<file path="config.mk">
export PLATFORM = sky130hd
export DESIGN_NAME = mac_burst_counter
export DESIGN_NICKNAME = d
export VERILOG_FILES = /design/src/rtl/mac_burst_counter.sv
export SDC_FILE = /design/constraint.sdc
export NUM_CORES = 1
export LEC_CHECK = 0
export BUFFER_PORTS_ARGS = -buffer_cell sky130_fd_sc_hd__buf_2
export CAP_MARGIN = 20
export CORE_UTILIZATION = 50
export CTS_CLUSTER_DIAMETER = 150
export CTS_CLUSTER_SIZE = 12
export DETAILED_ROUTE_END_ITERATION = 12
export PLACE_DENSITY = 0.83
export SYNTH_ARGS = -nofsm -noshare
export SYNTH_HDL_FRONTEND = slang
export SYNTH_SLANG_ARGS = --single-unit
</file>
<file path="constraint.sdc">
create_clock -name clk -period 2.75 [get_ports clk]
set_input_delay 0.6875 -clock clk [delete_from_list [all_inputs] [get_ports clk]]
set_output_delay 0.6875 -clock clk [all_outputs]
set_load 0.005 [all_outputs]
</file>
<file path="src/rtl/mac_burst_counter.sv">
// Burst/tile counter for the systolic MAC output path: counts done pulses, raises en_y per burst.
// Latency: en_y rises 1 clk after the final done of a burst; all_done 1 clk after the last handshake.
// Backpressure: en_y is held until y_ready; done pulses while a result is pending set sticky err_ovf.
module mac_burst_counter #(
   parameter int CNT_W   = 8,
   parameter int TILE_W  = 8,
   parameter int DEF_LEN = 7
) (
   input  logic              clk,
   input  logic              reset,
   input  logic              clr,
   input  logic              start,
   input  logic [CNT_W-1:0]  cfg_len,
   input  logic [TILE_W-1:0] cfg_tiles,
   input  logic              done,
   input  logic              y_ready,
   output logic              en_y,
   output logic              busy,
   output logic [CNT_W-1:0]  count,
   output logic [TILE_W-1:0] tile_idx,
   output logic              last_tile,
   output logic              all_done,
   output logic              err_ovf
);

   typedef enum logic [1:0] {
      IDLE  = 2'd0,
      COUNT = 2'd1,
      EMIT  = 2'd2,
      FIN   = 2'd3
   } state_t;

   localparam logic [CNT_W-1:0]  ONE_C   = CNT_W'(1);
   localparam logic [TILE_W-1:0] ONE_T   = TILE_W'(1);
   localparam logic [CNT_W-1:0]  DEF_L_C = CNT_W'(DEF_LEN);

   state_t              state_q, state_d;
   logic [CNT_W-1:0]    len_q, len_d;
   logic [TILE_W-1:0]   tiles_q, tiles_d;
   logic [CNT_W-1:0]    count_q, count_d;
   logic [TILE_W-1:0]   tile_q, tile_d;
   logic                ovf_q, ovf_d;
   logic                is_last;

   assign is_last = (tile_q == (tiles_q - ONE_T));

   always_ff @(posedge clk or posedge reset) begin
      if (reset) begin
         state_q <= IDLE;
         len_q   <= DEF_L_C;
         tiles_q <= ONE_T;
         count_q <= '0;
         tile_q  <= '0;
         ovf_q   <= 1'b0;
      end else begin
         state_q <= state_d;
         len_q   <= len_d;
         tiles_q <= tiles_d;
         count_q <= count_d;
         tile_q  <= tile_d;
         ovf_q   <= ovf_d;
      end
   end

   always_comb begin
      state_d = state_q;
      len_d   = len_q;
      tiles_d = tiles_q;
      count_d = count_q;
      tile_d  = tile_q;
      ovf_d   = ovf_q;

      if (clr) begin
         state_d = IDLE;
         count_d = '0;
         tile_d  = '0;
         ovf_d   = 1'b0;
      end else begin
         case (state_q)
            IDLE: begin
               if (start) begin
                  len_d   = (cfg_len == '0)   ? DEF_L_C : cfg_len;
                  tiles_d = (cfg_tiles == '0) ? ONE_T   : cfg_tiles;
                  count_d = '0;
                  tile_d  = '0;
                  state_d = COUNT;
               end
            end
            COUNT: begin
               if (done) begin
                  count_d = count_q + ONE_C;
                  if (count_q == (len_q - ONE_C)) begin
                     state_d = EMIT;
                  end
               end
            end
            EMIT: begin
               if (y_ready) begin
                  if (is_last) begin
                     state_d = FIN;
                     if (done) begin
                        ovf_d = 1'b1;
                     end
                  end else begin
                     // A done coinciding with the handshake opens the next burst; with len 1 it also closes it.
                     tile_d  = tile_q + ONE_T;
                     count_d = {{(CNT_W-1){1'b0}}, done};
                     state_d = (done && (len_q == ONE_C)) ? EMIT : COUNT;
                  end
               end else if (done) begin
                  ovf_d = 1'b1;
               end
            end
            FIN: begin
               state_d = IDLE;
            end
            default: begin
               state_d = IDLE;
            end
         endcase
      end
   end

   assign en_y      = (state_q == EMIT);
   assign busy      = (state_q != IDLE);
   assign all_done  = (state_q == FIN);
   assign last_tile = busy && is_last;
   assign count     = count_q;
   assign tile_idx  = tile_q;
   assign err_ovf   = ovf_q;

endmodule

</file>
After elaboration in Yosys (flattened, before gate mapping)
Index checks and enable logic that the tools add are counted.
{ "totals": {"register_bits": 35, "inputBits": 22} }
{ "classes": {"n_eq_ne": 12, "addsub": 4, "reduce_logical": 14, "bitwise_logic": 1, "muxes": 25} }
{ "ops": {"columns": ["cell", "count"], "rows": [
  ["8-bit 2-to-1 mux", 10],
  ["8-bit one-hot mux with 3 select lines", 1],
  ["8-bit by 1-bit adder with 8-bit output (second input constant)", 2],
  ["8-bit equality test", 2],
  ["8-bit logical NOT", 2],
  ["8-bit one-hot mux with 2 select lines", 1],
  ["8-bit by 1-bit subtractor with 8-bit output (second input constant)", 2],
  ["3-bit != test (second input constant)", 5],
  ["2-bit 2-to-1 mux", 7],
  ["8-bit by 1-bit equality test with 1-bit output (second input constant)", 1],
  ["2-bit one-hot mux with 4 select lines", 1],
  ["4-bit AND reduction", 2],
  ["1-bit 2-to-1 mux", 5],
  ["5-bit AND reduction", 1],
  ["2-bit equality test (second input constant)", 2],
  ["2-bit nonzero test", 2],
  ["4-bit nonzero test", 1],
  ["3-bit by 2-bit != test with 1-bit output (second input constant)", 1],
  ["3-bit AND reduction", 1],
  ["3-bit nonzero test", 1],
  ["2-bit by 1-bit equality test with 1-bit output (second input constant)", 1],
  ["1-bit logical AND", 2],
  ["2-bit logical NOT", 1],
  ["2-bit AND reduction", 1],
  ["1-bit inverter", 1]
]} }

Logic depth before layout (Yosys ltp)
Gate-level depths: netlist of the first run.
{ "depth": {"word_depth": 7, "mapped_depth": 10, "mapped_depth_nobuf": 8} }

Worst setup path before layout of the first run
No wires, ideal clock.
{ "synth_timing": {"kind": "reg-to-output", "start": "reg tiles_q[0]", "end": "out last_tile", "stages_incl_launch_ff": 10, "required_ps": 2062, "arrival_time_ps": 2211, "slack_ps": -148, "path_cell_list": "dfstp_2 inv_1 ha_1 xnor2_1 xnor2_1 a2bb2oi_1 or4_1 buf_2 buf_2 nor2_1"} }
{ "synth_via": {"elab_chain_cells": 3} }
{ "synth_lines": {"columns": ["item", "line", "text"], "rows": [
  ["from (decl)", "39", "logic [TILE_W-1:0] tiles_q, tiles_d;"],
  ["from (signal assigned)", "58", "tiles_q <= tiles_d;"],
  ["8-bit by 1-bit subtractor with 8-bit output", "45", "assign is_last = (tile_q == (tiles_q - ONE_T));"],
  ["8-bit equality test", "45", null],
  ["1-bit logical AND", "127", "assign last_tile = busy && is_last;"],
  ["to (decl)", "21", "output logic last_tile,"]
]} }
Every way passes these cells.

Worst setup path in the final report of the first run
Same ends and word-level chain as after synthesis.

==> results of run 1 <==
[power groups by stage]
stage                     Sequential, W  Clock, W  Combinational (W)
after CTS                      0.000874  0.000418            0.00136
after global placement         0.000875         0            0.00118
final                          0.000883  0.000412            0.00140
after detailed placement       0.000886         0            0.00123
after floorplan                0.000831         0           0.000963
after global routing           0.000900  0.000447            0.00156
[cells by family (layout without fill, tap and decap cells)]
| group | Yosys count | after routing |
|---|---|---|
| flops | 35 | 35 |
| fa+ha+maj | 10 | 10 |
| xor+xnor | 18 | 18 |
| mux | 3 | 3 |
| buf+inv | 31 | 79 |
| compound gates | 67 | 67 |
| simple gates | 134 | 134 |
[sequential cells by signal, indices dropped and copies added, names as in the netlist]
register and cells:
state_q 2, tile_idx 8, tiles_q 8, count 8, len_q 8, err_ovf 1
[cell usage in the layout (no fill, tap or decap), drive strengths merged, types with 2 or more instances in the layout]
cell	n
ha	10
or2	3
a32o	3
a21oi	11
nor2b	6
a31oi	4
nand2	51
nor3b	3
nor3	6
o21ai	14
a31o	2
and4	2
nand4	2
a211o	5
or3	2
nor2	17
o21a	2
xnor2	14
o2111ai	2
nand3	13
nor4	9
dfrtp	31
mux2i	3
dfstp	4
nand4b	2
clkbuf	8
a21o	2
o22ai	3
xor2	4
inv	19
and3	11
buf	52
a2bb2oi	3
or4	4
o211ai	3
[cell type report]
type	instances	area, µm²
Timing Repair Buffer	52	285
Multi-Input combinational cell	232	1550
Tap cell	67	83.8
Sequential cell	35	881
Clock buffer	8	100
Fill cell	440	1780
Inverter	19	71.3
[through the flow]
stage                     instances   TNS (ns)  setup WS [ns]  util (%)
after global placement          403          0         0.0544      58.8
after detailed placement        403  -0.000297      -0.000297      58.8
after floorplan                 298          0        0.00145         -
after global routing            413     -0.270         -0.270      62.6
final                           413     -0.204         -0.204      62.6
after CTS                       413     -0.185         -0.185      62.3
[final timing paths]
| check | to | slack, ns | cells after the start |
|---|---|---|---|
| worst max-delay path | last_tile | -0.20 | 7 |
| worst min-delay path | len_q[5] | 0.49 | 3 |
| worst max register to register | state_q[1] | 0.08 | 6 |
| worst min register to register | err_ovf | 0.53 | 1 |
| max in group asynchronous | len_q[1] | 1.91 | 3 |
| min in group clk | err_ovf | 0.53 | 1 |
[timing repair]
item,4_1_cts,5_1_grt
resized for setup,11,2
pin swaps,7,0
endpoints found under the setup margin,1,2
setup buffers,2,0
[cells in the mapped netlist (3+ instances only)]
cell type and n:
nor2_1 17, or4_1 3, dfrtp_1 31, xnor2_1 14, nand3_1 13, nor3_1 6, dfstp_2 4, nand2_1 51
nor3b_1 3, a211o_1 5, nor2b_1 6, a31oi_1 4, o22ai_1 3, mux2i_1 3, ha_1 10, xor2_1 4
buf_2 3, and3_1 11, inv_1 19, nor4_1 8, o211ai_1 3, clkbuf_1 8, a32o_1 3, a21oi_1 11
o21ai_0 13
[critical path: cells and delay by family, from the launching register on]
kind	cells	cell delay, ns
compound gates	1	0.10
buf+inv	2	0.25
flops	1	0.37
simple gates	4	1.27
[layer usage]
metal	track usage, %	vias to the layer above
met2	45.6	98
met4	12.9	0
met3	4.86	21
li1	-	1168
met1	32.4	1190
met5	0	-
==> impl_metrics.py, run 1 <==
metrics = {
    "power": {
        "peakVddDrop_uv": 408,
        "finalPower_w": 0.00270,
        "p_sw_share_pct": 42.2,
        "p_leak_nw": 1.44,
        "switchingPower_w": 0.00114,
        "seq_power_share_pct": 32.8,
        "pwr-share-clk_pct": 15.3,
        "combinationalPowerShare_pct": 51.9,
        "internal_power_w": 0.00156,
        "power_density_nw_per_um2": 906,
    },
    "detailed_routing": {
        "route.detailed.drc": 0,
        "totalWireLength_um": 6450,
        "wl_met1_um": 2730,
        "top_layer_used": "met4",
        "via_per_inst": 6.00,
        "route.met3.wl_um": 318,
        "num_vias": 2477,
        "drt-initial-drc-count": 222,
        "routedWlPerCell_um": 15.6,
        "met2_length_um": 3180,
        "antenna_left": 0,
        "drt-pass1-iter-count": 4,
    },
    "synth": {
        "synthAdderAreaFrac_pct": 5.05,
        "yosys.area.top_type": "dfrtp_1",
        "synth_top_area_share_pct": 31.3,
        "synth_edf_count": 0,
        "synth-seq-cells": 35,
        "ys_types": 59,
        "yosys.area_share.simple_pct": 27.4,
        "synth_area_leaders": "dfrtp_1 (31%), nand2_1 (7.7%), ha_1 (5.1%)",
        "syn_inst": 298,
        "async_reset_ff_share_pct": 100,
        "synth_compound_area_share_pct": 19.5,
        "syn_nets": 330,
        "ys.flop_type": "dfrtp_1",
        "synth.area.mux_share_pct": 1.21,
        "yosys_warnings": 0,
        "synth-seq-area-share_pct": 35.6,
        "synth_top_family_by_area": "simple AND/OR/NAND/NOR gates",
        "synth_area_um2": 2480,
        "syn_area_per_cell_um2": 8.31,
        "synthXorXnorAreaFrac_pct": 6.37,
    },
    "die": {
        "die_w_um": 72.4,
        "io_pins": 43,
        "dieHeight_um": 72.4,
        "start_util_pct": 52.1,
        "placementRows": 25,
        "coreArea_um2": 4750,
        "dieArea_um2": 5240,
    },
    "min_path": {
        "min_path_type": "input port to asynchronous set/reset pin",
    },
    "timing": {
        "holdWs_ns": 0.494,
        "final_max_slew_viol_count": 0,
        "max_freq_mhz": 339,
        "period_minus_slack_ns": 2.95,
        "setup-violations-final": 1,
        "finalHoldViolCount": 0,
        "clock_skew_ns": 0.00314,
        "relSlewSlack_pct": 49.1,
        "setup_ws_ns": -0.204,
        "rsz0062_at_grt": "yes",
        "worst_pin_slew_ns": 0.762,
        "timing.final.crit_share_pct": 107,
    },
    "clock_tree": {
        "cts.path.max_buffers": 2,
        "cts.sinks": 35,
        "cts_hold_buf": 0,
        "clkTransAtPathRegs_ns": 0.07,
        "cts_buffers": 5,
        "clock_latency_ns": 0.29,
        "cts-root-buf": "clkbuf_8",
        "cts_tree": "done",
        "htreeDepth": 2,
    },
    "finish": {
        "insertedDiodeCount": 0,
        "design_area_um2": 2980,
        "syn_to_final_growth_pct": 20.2,
        "finalNetCount": 377,
        "drive_gt1_share_pct": 24.0,
    },
    "global_routing": {
        "grt_pass1_wl_um": 10700,
        "overflow": 0,
        "grt_pass1_vias": 2292,
        "grtUsageTotal_pct": 26.7,
        "antenna_found_initial": 0,
        "grt_max_degree": 36,
    },
    "setup_path": {
        "critPathMostFrequentCell": "or4_4",
        "crit_start": "tiles_q[0]",
        "path_max_fanout": 4,
        "worst_setup_path_start_kind": "flop",
        "cp_cell_sequence": "buf_4, or4_4, nand3_2, o211ai_1, or4_4, nor2_4, buf_2",
        "endpoint_kind": "primary output",
        "crit_slowest_cell": "or4_4",
        "crit_required_ns": 2.06,
        "cp_slowest_stage_delay_ns": 0.55,
        "arrival_ns": 2.27,
        "crit_type": "flop to primary output",
        "r2r-start": "len_q[3]",
    },
    "placement": {
        "place.gp.congestion": 0.886,
        "portBuffers": 42,
        "dpl.hpwl_um": 4700,
        "place_area_um2": 2790,
    },
    "status": {
        "violations": "setup timing",
        "status": "finished with violations",
    },
    "run": {
        "cap_violations": 0,
    },
}
(Power assumes the default switching activity.)
==> run 2: changes to the inputs <==
Settings changed: CORE_ASPECT_RATIO from default to 0.75.
==> run 2 against run 1 <==
  * The flow still finishes with violations (setup timing)
  * Flip-flop and latch count did not move
  * Register-to-register slack improved by 0.09 ns
  * Via count fell by 3.1%
  * Hold slack barely moved
==> impl_metrics.py, run 2 (synthesis results as in run 1) <==
metrics = {
    "status": {
        "status": "finished with violations",
        "violations": "setup timing",
    },
    "finish": {
        "fill_cells": 399,
        "mostFrequentLayoutCells": "nand2_1 (51), buf_2 (42), dfrtp_1 (30)",
        "insertedDiodeCount": 0,
        "syn_to_final_growth_pct": 19.7,
        "finalNetCount": 377,
        "final_common_cell": "nand2_1",
        "drive_gt1_share_pct": 24.9,
        "multiInputGateArea_um2": 1560,
        "final_core_util_pct": 64.4,
        "final-seq-area_um2": 882,
    },
    "clock_tree": {
        "cts_buffers": 5,
        "htreeDepth": 2,
        "cts-root-buf": "clkbuf_8",
        "cts_hold_buf": 0,
        "cts_tree": "done",
        "clkTransAtPathRegs_ns": 0.08,
        "cts.path.max_buffers": 2,
        "clock_latency_ns": 0.29,
        "cts.sinks": 35,
    },
    "power": {
        "finalPower_w": 0.00268,
        "p_leak_nw": 1.44,
        "power_density_nw_per_um2": 905,
        "peakVddDrop_uv": 511,
    },
    "timing": {
        "final_max_slew_viol_count": 0,
        "setup-violations-final": 1,
        "finalHoldViolCount": 0,
        "relSlewSlack_pct": 47.3,
        "period_minus_slack_ns": 2.87,
        "timing.final.crit_share_pct": 104,
        "setup_ws_ns": -0.123,
        "clock_skew_ns": 0.0125,
        "rsz0062_at_grt": "yes",
        "max_freq_mhz": 348,
        "worst_pin_slew_ns": 0.789,
        "holdWs_ns": 0.494,
    },
    "die": {
        "start_util_pct": 53.9,
        "dieHeight_um": 62.9,
        "dieArea_um2": 5240,
        "coreArea_um2": 4600,
        "placementRows": 21,
        "io_pins": 43,
        "die_w_um": 83.3,
    },
    "detailed_routing": {
        "antenna_left": 0,
        "drt-pass1-iter-count": 4,
        "num_vias": 2401,
        "routedWlPerCell_um": 15.3,
        "totalWireLength_um": 6180,
        "route.detailed.drc": 0,
        "drt-initial-drc-count": 347,
        "via_per_inst": 5.96,
    },
    "setup_path": {
        "r2r-start": "len_q[3]",
        "endpoint_kind": "primary output",
        "cp_top_family": "simple AND/OR/NAND/NOR gates",
        "crit_type": "flop to primary output",
        "arrival_ns": 2.19,
        "worst_setup_path_start_kind": "flop",
        "crit_buf_inv": 2,
        "crit_start": "tiles_q[0]",
        "crit_slowest_cell": "dfstp_2",
        "r2r.worst_path.cells": 6,
        "cp_slowest_stage_delay_ns": 0.56,
        "r2r_slack_ns": 0.17,
        "crit_required_ns": 2.06,
        "path_max_fanout": 4,
        "critPathMostFrequentCell": "nor2_2",
        "rr_endpoint": "state_q[1]",
        "cp_cell_sequence": "inv_2, ha_4, xnor2_2, nor2_2, nand4_1, or4_4, nor2_2, buf_2",
    },
    "global_routing": {
        "antenna_found_initial": 0,
        "overflow": 0,
        "grtUsageTotal_pct": 25.2,
        "grt_max_degree": 36,
        "grt_pass1_wl_um": 10400,
        "grt_pass1_vias": 2153,
    },
    "placement": {
        "portBuffers": 42,
        "place.gp.congestion": 0.903,
        "dpl.hpwl_um": 4560,
    },
    "min_path": {
        "min_path_type": "input port to asynchronous set/reset pin",
    },
    "run": {
        "cap_violations": 0,
    },
}
[run 2: what timing repair did]
| item | 4_1_cts | 5_1_grt |
|---|---|---|
| gates resized for setup | 10 | 6 |
| buffers inserted | 2 | 1 |
| setup endpoints to repair | 1 | 1 |
| pin swaps | 7 | 4 |
[run 2: cell type report]
cell class                      instances  area share [%]
Timing Repair Buffer                   52            9.63
Sequential cell                        35            29.8
Clock buffer                            7            2.91
Multi-Input combinational cell        232            52.7
Tap cell                               57            2.41
Clock inverter                          1           0.169
Inverter                               19            2.41
[run 2: worst max path at each step]
stage	cells past startpoint	end
global placement	8	last_tile
detailed placement	8	last_tile
CTS	8	last_tile
finish	8	last_tile
floorplan	9	last_tile
global route	7	last_tile
[run 2: layer usage]
metal	vias to the layer above	GRT usage, %	routed length (µm)
met5	-	0	0
met4	0	5.82	57
met3	7	5.55	574
met2	92	36.6	2610
met1	1136	37.9	2950
li1	1166	-	-
[run 2: worst register-to-register path: stages, from the launching register on]
cell and delay [ns]:
dfrtp_1 0.44, or4_4 0.60, or3_1 0.33, a2111oi_1 0.39, o2111ai_1 0.32, a211oi_2 0.31, a2bb2oi_2 0.13
[run 2: where the power goes]
group	switching, W	total [W]	internal (W)
clock	0.000191	0.000393	0.000202
sequential	0.000207	0.000889	0.000682
combinational	0.000734	0.00140	0.000667
total	0.00113	0.00268	0.00155
[run 2: through the flow]
stage	std cells	instance area [µm²]	setup WS, ns	TNS [ns]
2_1_floorplan	298	2500	0.00145	0
3_3_place_gp	392	2770	0.0649	0
3_5_place_dp	392	2770	0.00708	0
4_1_cts	402	2920	-0.141	-0.141
5_1_grt	403	2960	-0.211	-0.211
6_report	403	2960	-0.123	-0.123
==> run 3: changes to the inputs <==
Settings changed: PLACE_DENSITY 0.83 to 0.8.
Clock period 2.75 ns to 2.8 ns, I/O delays scaled along.
==> run 3 against run 2 <==
  * The run still ends with setup timing left
  * First-iteration DRC count fell by 50%
  * Clock skew decreased by 0.0024 ns
  * Sequential share of layout area is 0.16 points higher
  * Via count up 1.3%
==> impl_metrics.py, run 3 (synthesis results as in run 1) <==
metrics = {
    "status": {
        "status": "finished with violations",
        "violations": "setup timing",
    },
    "clock_tree": {
        "cts-root-buf": "clkbuf_8",
        "clkTransAtPathRegs_ns": 0.07,
        "htreeDepth": 2,
        "cts.path.max_buffers": 2,
        "cts_buffers": 5,
        "cts_tree": "done",
        "cts.sinks": 35,
        "clock_latency_ns": 0.29,
    },
    "global_routing": {
        "antenna_found_initial": 0,
        "overflow": 0,
        "grt_max_degree": 36,
        "grt_pass1_wl_um": 10400,
        "grtUsageTotal_pct": 24.7,
        "grt_pass1_vias": 2189,
    },
    "setup_path": {
        "endpoint_kind": "primary output",
        "r2r_slack_ns": 0.15,
        "arrival_ns": 2.23,
        "cp_cell_sequence": "inv_2, ha_4, xnor2_4, xnor2_1, a2bb2oi_1, or4_4, nor2_4, buf_2",
        "r2r-start": "len_q[3]",
        "crit_required_ns": 2.10,
        "rr_endpoint": "state_q[1]",
        "worst_setup_path_start_kind": "flop",
        "crit_slowest_cell": "or4_4",
        "r2r.worst_path.cells": 6,
        "path_max_fanout": 3,
        "cp_slowest_stage_delay_ns": 0.59,
        "crit_type": "flop to primary output",
    },
    "power": {
        "peakVddDrop_uv": 466,
        "pwr-share-clk_pct": 13.9,
        "switchingPower_w": 0.00110,
        "p_leak_nw": 1.43,
        "internal_power_w": 0.00148,
        "seq_power_share_pct": 34.2,
        "combinationalPowerShare_pct": 51.9,
        "p_sw_share_pct": 42.6,
        "power_density_nw_per_um2": 874,
    },
    "finish": {
        "multiInputGateArea_um2": 1560,
        "syn_to_final_growth_pct": 19.0,
        "fill_cells": 414,
        "finalNetCount": 377,
        "mostFrequentLayoutCells": "nand2_1 (51), buf_2 (42), dfrtp_1 (30)",
        "final-seq-area_um2": 882,
        "final_common_cell": "nand2_1",
        "insertedDiodeCount": 0,
        "drive_gt1_share_pct": 24.0,
        "design_area_um2": 2950,
    },
    "placement": {
        "dpl.hpwl_um": 4510,
        "pre_cts_ws_ns": 0.0480,
        "place.gp.congestion": 0.898,
        "portBuffers": 42,
        "place_area_um2": 2770,
    },
    "detailed_routing": {
        "via_per_inst": 6.03,
        "totalWireLength_um": 6210,
        "drt-initial-drc-count": 175,
        "antenna_left": 0,
        "num_vias": 2432,
        "route.detailed.drc": 0,
        "drt-pass1-iter-count": 5,
        "routedWlPerCell_um": 15.4,
    },
    "die": {
        "dieHeight_um": 62.9,
        "start_util_pct": 53.9,
        "placementRows": 21,
        "dieArea_um2": 5240,
        "io_pins": 43,
        "die_w_um": 83.3,
        "coreArea_um2": 4600,
    },
    "timing": {
        "clock_skew_ns": 0.0102,
        "finalHoldViolCount": 0,
        "period_minus_slack_ns": 2.93,
        "setup-violations-final": 1,
        "max_freq_mhz": 341,
        "final_max_slew_viol_count": 0,
        "timing.final.crit_share_pct": 105,
        "relSlewSlack_pct": 49.5,
        "worst_pin_slew_ns": 0.757,
        "setup_tns_ns": -0.130,
        "rsz0062_at_grt": "yes",
        "setup_ws_ns": -0.130,
    },
    "run": {
        "cap_violations": 0,
    },
    "min_path": {
        "hold_end": "err_ovf",
        "whs_path_depth": 1,
        "min_path_type": "flop to flop",
        "hp-start": "err_ovf",
    },
}
## run 3: cell counts in the layout (fill, tap and decap cells not counted)
No cell type changed its count.
## run 3: worst max-delay path by stage
stage	from	end	slack, ns	cells after the start
3_5_place_dp	tiles_q[0]	last_tile	0.05	8
2_1_floorplan	tiles_q[0]	last_tile	0.007	9
5_1_grt	tiles_q[0]	last_tile	-0.22	8
6_report	tiles_q[0]	last_tile	-0.13	8
3_3_place_gp	tiles_q[0]	last_tile	0.08	8
4_1_cts	tiles_q[0]	last_tile	-0.13	8
## run 3: metal layers
metal  track usage (%)  share of wire, %
met5                 0                 0
met4              5.82               1.2
met3              4.76               7.7
met2              36.7                42
met1              36.7                50
## run 3: repair_timing
action / in CTS / in global routing
endpoints found under the setup margin: 1 / 2
hold buffers: 0 / 0
resized for setup: 5 / 9
hold endpoints to repair: 0 / 0
setup buffers: 4 / 0
pin swaps: 7 / 4
## run 3: per-stage QoR
step	power, W	std cells	util (%)	hold slack (ns)
after CTS	0.00248	403	63.0	0.502
after global routing	0.00279	403	64.1	0.528
after global placement	0.00200	391	60.2	0.477
after detailed placement	0.00204	391	60.2	0.485
after floorplan	0.00176	298	-	0.467
final	0.00258	403	64.1	0.498
## run 3: final cells by class
cell class / count / share of cell area [%]
multi-input combinational: 232 / 52.8
sequential: 35 / 29.9
timing repair buffer: 52 / 9.68
clock buffer: 7 / 2.59
inverter: 19 / 2.42
tap: 57 / 2.42
clock inverter: 1 / 0.170
## run 3: power groups by stage
stage / Clock, W / Combinational, W / Sequential, W
2_1_floorplan: 0 / 0.000944 / 0.000816
3_3_place_gp: 0 / 0.00114 / 0.000854
3_5_place_dp: 0 / 0.00117 / 0.000866
4_1_cts: 0.000364 / 0.00126 / 0.000852
5_1_grt: 0.000390 / 0.00149 / 0.000912
6_report: 0.000357 / 0.00134 / 0.000881
## run 3: critical path: cells and delay by family, from the launching register on
family                     cells  cell delay, ns
AOI/OAI and AO/OA              1            0.14
xor gates and xnor gates       2            0.25
adders and majority gates      1            0.17
buffers and inverters          2            0.16
DFF                            1            0.54
and+or+nand+nor                2            0.68
